===== src/rtl/cdb_arbiter_if.sv =====
// Writeback packet type and the FU <-> CDB arbiter bus.
// The arbiter sits on the slave side; the functional units (or a bench) drive the master side.
package cdb_pkg;
    typedef struct packed {
        logic        is_valid;
        logic [4:0]  rob_tag;
        logic [4:0]  dest_reg;
        logic [31:0] result;
    } writeback_packet_t;
endpackage

interface cdb_arbiter_if #(
    parameter int NUM_FU  = 4,
    parameter int NUM_CDB = 2
);
    import cdb_pkg::*;
    localparam int PTR_W = (NUM_FU > 1) ? $clog2(NUM_FU) : 1;

    writeback_packet_t [NUM_FU-1:0]  fu_result;
    logic              [NUM_FU-1:0]  fu_cdb_gnt;
    writeback_packet_t [NUM_CDB-1:0] cdb;
    logic              [PTR_W-1:0]   rr_ptr;

    modport master (output fu_result, input fu_cdb_gnt, input cdb, input rr_ptr);
    modport slave  (input fu_result, output fu_cdb_gnt, output cdb, output rr_ptr);
endinterface


===== src/rtl/cdb_arbiter.sv =====
// Round-robin CDB arbiter: grants up to NUM_CDB valid FUs per cycle, combinationally,
// and registers the granted packets onto the broadcast lanes one cycle later.
module cdb_arbiter
    import cdb_pkg::*;
#(
    parameter int NUM_FU  = 4,
    parameter int NUM_CDB = 2
) (
    input  logic         clk,
    input  logic         rst,
    input  logic         flush,
    cdb_arbiter_if.slave bus
);
    localparam int PTR_W = (NUM_FU > 1) ? $clog2(NUM_FU) : 1;
    localparam int CNT_W = $clog2(NUM_CDB + 1);

    logic              [PTR_W-1:0]              rr_q;
    logic              [PTR_W-1:0]              rr_d;
    writeback_packet_t [NUM_CDB-1:0]            cdb_q;
    writeback_packet_t [NUM_CDB-1:0]            cdb_d;

    logic              [NUM_FU-1:0]             vld_s;
    logic              [NUM_FU-1:0]             gnt_s;
    logic                                       arb_en_s;
    logic              [NUM_CDB-1:0]            lane_vld_s;
    logic              [NUM_CDB-1:0][PTR_W-1:0] lane_sel_s;
    logic              [CNT_W-1:0]              cnt_s;
    logic              [PTR_W-1:0]              last_s;
    logic              [PTR_W:0]                sum_s;
    logic              [PTR_W-1:0]              idx_s;
    logic                                       hit_s;

    // Request vector extracted from the packets' valid bits.
    always_comb begin
        vld_s = '0;
        for (int i = 0; i < NUM_FU; i++) begin
            vld_s[i] = bus.fu_result[i].is_valid;
        end
    end

    assign arb_en_s = !rst && !flush;

    // One-lap scan from rr_q; the j-th hit in scan order lands on lane j.
    always_comb begin
        gnt_s      = '0;
        lane_vld_s = '0;
        lane_sel_s = '0;
        cnt_s      = '0;
        last_s     = rr_q;
        sum_s      = '0;
        idx_s      = '0;
        hit_s      = 1'b0;
        for (int k = 0; k < NUM_FU; k++) begin
            sum_s  = {1'b0, rr_q} + (PTR_W+1)'(k);
            idx_s  = (sum_s >= (PTR_W+1)'(NUM_FU)) ? PTR_W'(sum_s - (PTR_W+1)'(NUM_FU))
                                                   : PTR_W'(sum_s);
            hit_s  = arb_en_s && (cnt_s < CNT_W'(NUM_CDB)) && (|(vld_s & (NUM_FU'(1) << idx_s)));
            gnt_s  = hit_s ? (gnt_s | (NUM_FU'(1) << idx_s)) : gnt_s;
            for (int j = 0; j < NUM_CDB; j++) begin
                lane_vld_s[j] = (hit_s && (cnt_s == CNT_W'(j))) ? 1'b1  : lane_vld_s[j];
                lane_sel_s[j] = (hit_s && (cnt_s == CNT_W'(j))) ? idx_s : lane_sel_s[j];
            end
            last_s = hit_s ? idx_s : last_s;
            cnt_s  = hit_s ? (cnt_s + CNT_W'(1)) : cnt_s;
        end
    end

    // Next pointer follows the last granted FU; idle cycles leave it in place.
    always_comb begin
        rr_d = rr_q;
        if (gnt_s == '0) begin
            rr_d = rr_q;
        end else if (last_s == PTR_W'(NUM_FU - 1)) begin
            rr_d = '0;
        end else begin
            rr_d = last_s + PTR_W'(1);
        end
    end

    // Lane payload mux: unassigned lanes carry an all-zero (invalid) packet.
    always_comb begin
        cdb_d = '0;
        for (int j = 0; j < NUM_CDB; j++) begin
            for (int i = 0; i < NUM_FU; i++) begin
                cdb_d[j] = (lane_vld_s[j] && (lane_sel_s[j] == PTR_W'(i))) ? bus.fu_result[i]
                                                                           : cdb_d[j];
            end
        end
    end

    // Broadcast lanes and round-robin pointer; flush clears lanes but keeps the pointer.
    always_ff @(posedge clk) begin
        if (rst) begin
            cdb_q <= '0;
            rr_q  <= '0;
        end else if (flush) begin
            cdb_q <= '0;
            rr_q  <= rr_q;
        end else begin
            cdb_q <= cdb_d;
            rr_q  <= rr_d;
        end
    end

    assign bus.fu_cdb_gnt = gnt_s;
    assign bus.cdb        = cdb_q;
    assign bus.rr_ptr     = rr_q;

endmodule

===== src/flat_wrapper.sv =====
// flat-port wrapper written by rule: the top's interface ports become plain ports
module cdb_arbiter_flat import cdb_pkg::*;
#(
    parameter int NUM_FU  = 4,
    parameter int NUM_CDB = 2
)
  (clk, rst, flush, bus_fu_result, bus_fu_cdb_gnt, bus_cdb, bus_rr_ptr);
  cdb_arbiter_if #(.NUM_FU(NUM_FU), .NUM_CDB(NUM_CDB)) bus_i ();
  input  logic clk;
  input  logic rst;
  input  logic flush;
  input wire logic [$bits(bus_i.fu_result)-1:0] bus_fu_result;
  output wire logic [$bits(bus_i.fu_cdb_gnt)-1:0] bus_fu_cdb_gnt;
  output wire logic [$bits(bus_i.cdb)-1:0] bus_cdb;
  output wire logic [$bits(bus_i.rr_ptr)-1:0] bus_rr_ptr;
  assign bus_i.fu_result = bus_fu_result;
  assign bus_fu_cdb_gnt = bus_i.fu_cdb_gnt;
  assign bus_cdb = bus_i.cdb;
  assign bus_rr_ptr = bus_i.rr_ptr;
  cdb_arbiter #(.NUM_FU(NUM_FU), .NUM_CDB(NUM_CDB)) u_core (.clk(clk), .rst(rst), .flush(flush), .bus(bus_i));
endmodule

===== config.mk =====
export PLATFORM = sky130hd
export DESIGN_NAME = cdb_arbiter_flat
export DESIGN_NICKNAME = d
export VERILOG_FILES = /design/src/rtl/cdb_arbiter_if.sv /design/src/rtl/cdb_arbiter.sv /design/src/flat_wrapper.sv
export SDC_FILE = /design/constraint.sdc
export NUM_CORES = 1
export LEC_CHECK = 0
export BUFFER_PORTS_ARGS = -buffer_cell sky130_fd_sc_hd__buf_4
export CAP_MARGIN = 15
export CELL_PAD_IN_SITES_DETAIL_PLACEMENT = 0
export CELL_PAD_IN_SITES_GLOBAL_PLACEMENT = 1
export CORE_UTILIZATION = 33
export CTS_CLUSTER_SIZE = 28
export DETAILED_ROUTE_END_ITERATION = 8
export PLACE_DENSITY_LB_ADDON = 0.1
export SKIP_CTS_REPAIR_TIMING = 1
export SLEW_MARGIN = 20
export SYNTH_ARGS = -nofsm -noshare
export SYNTH_HDL_FRONTEND = slang
export SYNTH_SLANG_ARGS = --single-unit

===== constraint.sdc =====
create_clock -name clk -period 5.95 [get_ports clk]
set_input_delay 0.8925 -clock clk [delete_from_list [all_inputs] [get_ports clk]]
set_output_delay 0.8925 -clock clk [all_outputs]
set_load 0.02 [all_outputs]

# Yosys cells after proc, flatten, opt, wreduce, memory -nomap -nowiden
# Index checks and enable logic that the tools add are counted.
[word_totals]
ff_bits = 88
inputBits = 175
out_inout_bits = 92
word_cells = 123
[classes]
n_addsub = 10
order_cmp = 7
n_eq_ne = 10
shift = 4
muxes = 38
bitwise = 9
n_reduce_logical = 36
[ops]
columns = ["cell", "count"]
rows = [
  ["2-to-1 mux 43 bit", 8],
  ["2-to-1 mux 2 bit", 18],
  ["logical AND 1 bit", 22],
  ["bitwise AND 4 bit", 4],
  ["2-to-1 mux 4 bit", 4],
  ["OR reduction 4 bit", 4],
  ["<< shifter 1 x 2 -> 4 bit, first input constant", 4],
  ["bitwise OR 4 bit", 3],
  ["equality test 2 x 1 -> 1 bit, second input constant", 5],
  ["equality test 2 bit, second input constant", 5],
  ["zero test 2 bit", 5],
  ["greater-or-equal comparator 3 bit, second input constant", 3],
  ["2-to-1 mux 1 bit", 8],
  ["subtractor 2 x 1 -> 2 bit, second input constant", 4],
  ["adder 2 x 1 -> 2 bit, second input constant", 3],
  ["adder 2 x 2 -> 3 bit, second input constant", 2],
  ["less-than comparator 2 bit, second input constant", 3],
  ["zero test 4 bit", 1],
  ["adder 2 x 1 -> 3 bit, second input constant", 1],
  ["greater-or-equal comparator 2 x 3 -> 1 bit, second input constant", 1],
  ["zero test 1 bit", 2],
  ["NOT 1 bit", 2],
  ["AND reduction 2 bit", 1],
  ["OR reduction 2 bit", 1],
]

# Logic depth before layout (Yosys ltp)
[depth]
depth_word = 26
depth_mapped = 19
ltp_nobuf = 15

# Least setup slack after synthesis
# No wires, ideal clock.
[synth_timing]
path_kind = "register -> register"
startpoint = "reg u_core.rr_q[0], in the netlist u_core.bus.rr_ptr[0]"
endpoint = "reg u_core.cdb_q (netlist bit u_core.bus.cdb[27])"
setup_ns = 0.134
arrival_time_ns = 4.843
path_slack_ns = 0.973
stages_incl_launch_ff = 20
path_buffers = 4
period_less_slack_ns = 4.977
path_cell_list = "dfxtp_1 > clkbuf_1 > inv_1 > ha_1 > a22oi_1 > a21oi_1 > ha_1 > or3_1 > a21oi_1 > inv_1 > fa_1 > nand2_1 > nor3_4 > mux2i_1 > a311o_1 > buf_2 > buf_6 > buf_6 > mux2i_1 > o22ai_1"
[synth_via]
elab_chain_len = 26
[synth_lines]
columns = ["item", "line", "rtl"]
rows = [
  ["start, declared", "cdb_arbiter.sv:17", "logic [PTR_W-1:0] rr_q;"],
  ["start signal, assigned", "cdb_arbiter.sv:98", "rr_q <= rr_q;"],
  ["start signal, assigned", "cdb_arbiter.sv:101", "rr_q <= rr_d;"],
  ["greater-or-equal comparator 2 x 3 -> 1 bit or subtractor 2 x 1 -> 2 bit (tied branches)", "cdb_arbiter.sv:55", "idx_s = (sum_s >= (PTR_W+1)'(NUM_FU)) ? PTR_W'(sum_s - (PTR_W+1)'(NUM_FU))"],
  ["2-to-1 mux 2 bit", "cdb_arbiter.sv:55", ""],
  ["<< shifter 1 x 2 -> 4 bit", "cdb_arbiter.sv:57", "hit_s = arb_en_s && (cnt_s < CNT_W'(NUM_CDB)) && (|(vld_s & (NUM_FU'(1) << idx_s)));"],
  ["bitwise AND 4 bit", "cdb_arbiter.sv:57", ""],
  ["OR reduction 4 bit", "cdb_arbiter.sv:57", ""],
  ["logical AND 1 bit", "cdb_arbiter.sv:57", ""],
  ["2-to-1 mux 1 bit", "cdb_arbiter.sv:60, cdb_arbiter.sv:64", ""],
  ["less-than comparator 2 bit", "cdb_arbiter.sv:57", ""],
  ["[7 not listed]", "n/a", ""],
  ["less-than comparator 2 bit", "cdb_arbiter.sv:57", ""],
  ["logical AND 1 bit (2 in series)", "cdb_arbiter.sv:57", ""],
  ["logical AND 1 bit", "cdb_arbiter.sv:60, cdb_arbiter.sv:61", ""],
  ["2-to-1 mux 2 bit", "cdb_arbiter.sv:61", "lane_sel_s[j] = (hit_s && (cnt_s == CNT_W'(j))) ? idx_s : lane_sel_s[j];"],
  ["zero test 2 bit", "cdb_arbiter.sv:85", "cdb_d[j] = (lane_vld_s[j] && (lane_sel_s[j] == PTR_W'(i))) ? bus.fu_result[i]"],
  ["logical AND 1 bit", "cdb_arbiter.sv:85", ""],
  ["2-to-1 mux 43 bit (3 in series)", "cdb_arbiter.sv:85", ""],
  ["2-to-1 mux 43 bit *", "cdb_arbiter.sv:85", ""],
  ["end signal, assigned", "cdb_arbiter.sv:94", "cdb_q <= '0;"],
  ["end signal, assigned", "cdb_arbiter.sv:97", "cdb_q <= '0;"],
  ["end signal, assigned", "cdb_arbiter.sv:100", "cdb_q <= cdb_d;"],
  ["end, declared", "cdb_arbiter.sv:19", "writeback_packet_t [NUM_CDB-1:0] cdb_q;"],
]
# Every way passes the cells marked *; elsewhere a longest branch is shown, timed or not.
# A chain may end at the register's enable or synchronous reset.

# Worst setup path after layout
[layout_timing]
startpoint = "reg u_core.rr_q[1], in the netlist u_core.bus.rr_ptr[1]"
endpoint = "reg u_core.cdb_q (netlist bit u_core.bus.cdb[30])"
# Same word-level chain as after synthesis.

==> reports/qor.yml <==
run_status:
  outcome: "finished clean"
timing:
  finalHoldWorstSlack_ns: 0.725
  final_critical_path_setup_slack_ns: 0.823
  setup_viol_count_final: 0
  period_needed_ns: 5.13
  worst_pin_slew_ns: 0.713
  finalHoldViolCount: 0
  fin_worst_skew_ns: 0.00355
  fin_tns_setup_ns: 0
  rsz_0062_raised_after_global_routing: "false"
  timing_max_transition_violations_final: 0
  clock.fmax_ghz: 0.195
  timing.slew.headroom: 0.520
  timing.final.crit_share: 0.862
worst_setup_path:
  critical_path.max_fanout: 36
  setup.reg_to_reg.worst_slack_ns: 0.82
  rr_worst_depth: 17
  critPathCaptureType: "flop"
  critPathArrivalTime_ns: 5.33
  cp.required_ns: 6.15
  critical_path_start_end_classification: "flop to flop"
  regToRegStartpoint: "u_core.bus.rr_ptr[1]"
  timing.rr.end: "u_core.bus.cdb[30]"
  crit_path_start_kind: "flop"
flow_run:
  maxCapViolations: 0
floorplanning:
  placementRows: 44
  top_level_ports: 267
  fp.dieArea_um2: 15500
  floorplan.initialDensity: 0.340
  die_width_um: 125
  floorplan.core_area_um2: 14600
  die_h_um: 125
cells_and_area:
  layout.cells.most_common: "sky130_fd_sc_hd__buf_4"
  diodes: 0
  multi_input_area_um2: 2960
  final_cell_mix: "275 x sky130_fd_sc_hd__buf_4, 165 x sky130_fd_sc_hd__mux2i_1, 88 x sky130_fd_sc_hd__dfxtp_1"
  finish.cell_count_without_fillers: 921
  register_area_um2: 1760
  nFillCells: 1360
  design_area_um2: 7410
  postLayoutCoreUtil: 0.508
  drive_above_1_share: 0.426
  area_growth_syn_to_layout_pct: 49.5
  layout.nets: 918
synthesis:
  synth_edf_count: 0
  synth_ff_type: "sky130_fd_sc_hd__dfxtp_1"
  synth-warning-count: 0
  ys_seq_area_frac: 0.356
  synth.net_count: 663
  yosysUniqueCellTypes: 41
  ys_ff_latch: 88
  area_of_the_mapped_netlist_um2: 4950
  post_synth.cell_area_avg_um2: 10.4
  async_flop_share: 0
  gate_count_post_synth: 477
route:
  detail_route.iter0.violations: 220
  detail_route.wirelength_um: 18100
  drc_violations_left: 0
  ant_nets: 0
  route.detailed.vias_per_inst: 5.47
  firstDrtPassIters: 4
  route.vias.total: 5036
  routed_wire_length_per_instance_um: 19.6
clocking:
  htree_levels: 3
  clkSlewWorstSetupHoldPaths_ns: 0.06
  cts_tree: "done"
  clock-root-buffer: "sky130_fd_sc_hd__clkbuf_16"
  clkSinkCount: 88
  clock_latency_ns: 0.34
  tritoncts.num_buffers: 9
  max-clock-path-buffers: 2
global_routing:
  grt_util_all_layers: 0.225
  grt_start_max_net_pins: 49
  gr-total-overflow: 0
  number_of_antenna_violations_at_the_first_check_in_global_routing: 0
  grt_pass1_wl_um: 27500
  first_global_vias: 4915
placed_design:
  place_worst_setup_slack_ns: 0.926
  gp_congestion: 0.860
  place_hpwl_um: 13100
  placedInstanceArea_um2: 7140
  numPlacedInstances: 905
  place.port_buffers: 266
power_and_ir_drop:
  leakage_nw: 3.77
  power_density_nw_per_um2: 315
  largest_vdd_supply_drop_uv: 160
  total_power_mw: 2.33
worst_hold_path:
  hold_path_depth: 2
  timing.hold.worst.start: "u_core.bus.rr_ptr[0]"
  worstHoldEndpoint: "u_core.bus.rr_ptr[0]"
  holdCritPathClass: "flop to flop"
worst max-delay path by stage:
stage                    startpoint            endpoint  slack, ns
4_1_cts        u_core.bus.rr_ptr[1]  u_core.bus.cdb[30]       0.90
3_3_place_gp   u_core.bus.rr_ptr[1]  u_core.bus.cdb[31]       0.96
6_report       u_core.bus.rr_ptr[1]  u_core.bus.cdb[30]       0.82
5_1_grt        u_core.bus.rr_ptr[1]  u_core.bus.cdb[30]       0.48
2_1_floorplan  u_core.bus.rr_ptr[0]  u_core.bus.cdb[27]       0.97
3_5_place_dp   u_core.bus.rr_ptr[1]  u_core.bus.cdb[30]       0.93
per-layer routing:
| metal | share of wire | global-route usage | up-vias | routed length, um |
|---|---|---|---|---|
| li1 | - | - | 2374 | - |
| met2 | 0.50 | 0.393 | 188 | 9020 |
| met5 | 0 | 0 | - | 0 |
| met1 | 0.42 | 0.264 | 2438 | 7550 |
| met4 | 0.033 | 0.101 | 0 | 588 |
| met3 | 0.050 | 0.0464 | 36 | 908 |
state kept, by name, summed over array words and instances (netlist names):
signal	cells
u_core.bus.rr_ptr	2
u_core.bus.cdb	86
synthesized netlist by cell type (2+ instances only):
| master | number | area [um^2] |
|---|---|---|
| sky130_fd_sc_hd__a22oi_1 | 5 | 37.5 |
| sky130_fd_sc_hd__buf_2 | 9 | 45.0 |
| sky130_fd_sc_hd__nand3_1 | 2 | 10.0 |
| sky130_fd_sc_hd__a21oi_1 | 19 | 95.1 |
| sky130_fd_sc_hd__buf_6 | 6 | 67.6 |
| sky130_fd_sc_hd__inv_1 | 10 | 37.5 |
| sky130_fd_sc_hd__buf_4 | 6 | 45.0 |
| sky130_fd_sc_hd__nand2_1 | 8 | 30.0 |
| sky130_fd_sc_hd__nor4_1 | 2 | 12.5 |
| sky130_fd_sc_hd__a211oi_1 | 2 | 15.0 |
| sky130_fd_sc_hd__o21ai_0 | 2 | 10.0 |
| sky130_fd_sc_hd__ha_1 | 10 | 125 |
| sky130_fd_sc_hd__clkbuf_1 | 14 | 52.6 |
| sky130_fd_sc_hd__a221o_1 | 4 | 40.0 |
| sky130_fd_sc_hd__dfxtp_1 | 88 | 1760 |
| sky130_fd_sc_hd__nand2b_1 | 2 | 12.5 |
| sky130_fd_sc_hd__o311ai_0 | 2 | 17.5 |
| sky130_fd_sc_hd__a22o_1 | 5 | 43.8 |
| sky130_fd_sc_hd__a22oi_2 | 2 | 25.0 |
| sky130_fd_sc_hd__nor2_1 | 6 | 22.5 |
| sky130_fd_sc_hd__mux2i_1 | 166 | 1660 |
| sky130_fd_sc_hd__o31ai_1 | 3 | 22.5 |
| sky130_fd_sc_hd__o221a_2 | 9 | 101 |
| sky130_fd_sc_hd__o22ai_1 | 78 | 488 |
power by group:
| part | leakage, nW | total, mW | internal [mW] | switching (mW) |
|---|---|---|---|---|
| clock | 0.130 | 0.538 | 0.294 | 0.244 |
| combinational | 2.93 | 1.10 | 0.502 | 0.599 |
| sequential | 0.713 | 0.693 | 0.655 | 0.0376 |
area by class of cell:
cell class | count | area share
timing repair buffer | 279 | 0.290
multi-input combinational | 344 | 0.400
tap | 184 | 0.0311
clock inverter | 3 | 0.00237
sequential | 88 | 0.238
inverter | 10 | 0.00507
clock buffer | 13 | 0.0338
critical path, cell delays in order (launching register included):
cell and delay (ns):
sky130_fd_sc_hd__dfxtp_1 0.63, sky130_fd_sc_hd__inv_1 0.23, sky130_fd_sc_hd__ha_1 0.35, sky130_fd_sc_hd__a22oi_1 0.21
sky130_fd_sc_hd__a21oi_1 0.22, sky130_fd_sc_hd__ha_1 0.31, sky130_fd_sc_hd__or3_1 0.38, sky130_fd_sc_hd__a21oi_1 0.14
sky130_fd_sc_hd__buf_4 0.19, sky130_fd_sc_hd__inv_1 0.08, sky130_fd_sc_hd__fa_1 0.56, sky130_fd_sc_hd__nand2_1 0.14
sky130_fd_sc_hd__nor3_4 0.28, sky130_fd_sc_hd__mux2i_1 0.18, sky130_fd_sc_hd__a311o_2 0.49, sky130_fd_sc_hd__buf_12 0.22
sky130_fd_sc_hd__mux2i_1 0.21, sky130_fd_sc_hd__o22ai_1 0.11
kinds of logic after synthesis:
| logic type | synth area share |
|---|---|
| flops | 0.356 |
| fa+ha+maj | 0.0293 |
| mux | 0.335 |
| simple gates | 0.0265 |
| compound gates | 0.202 |
| buf+inv | 0.0500 |
| xor+xnor | 0.00177 |
No activity file was read; power rests on OpenSTA's default activity.
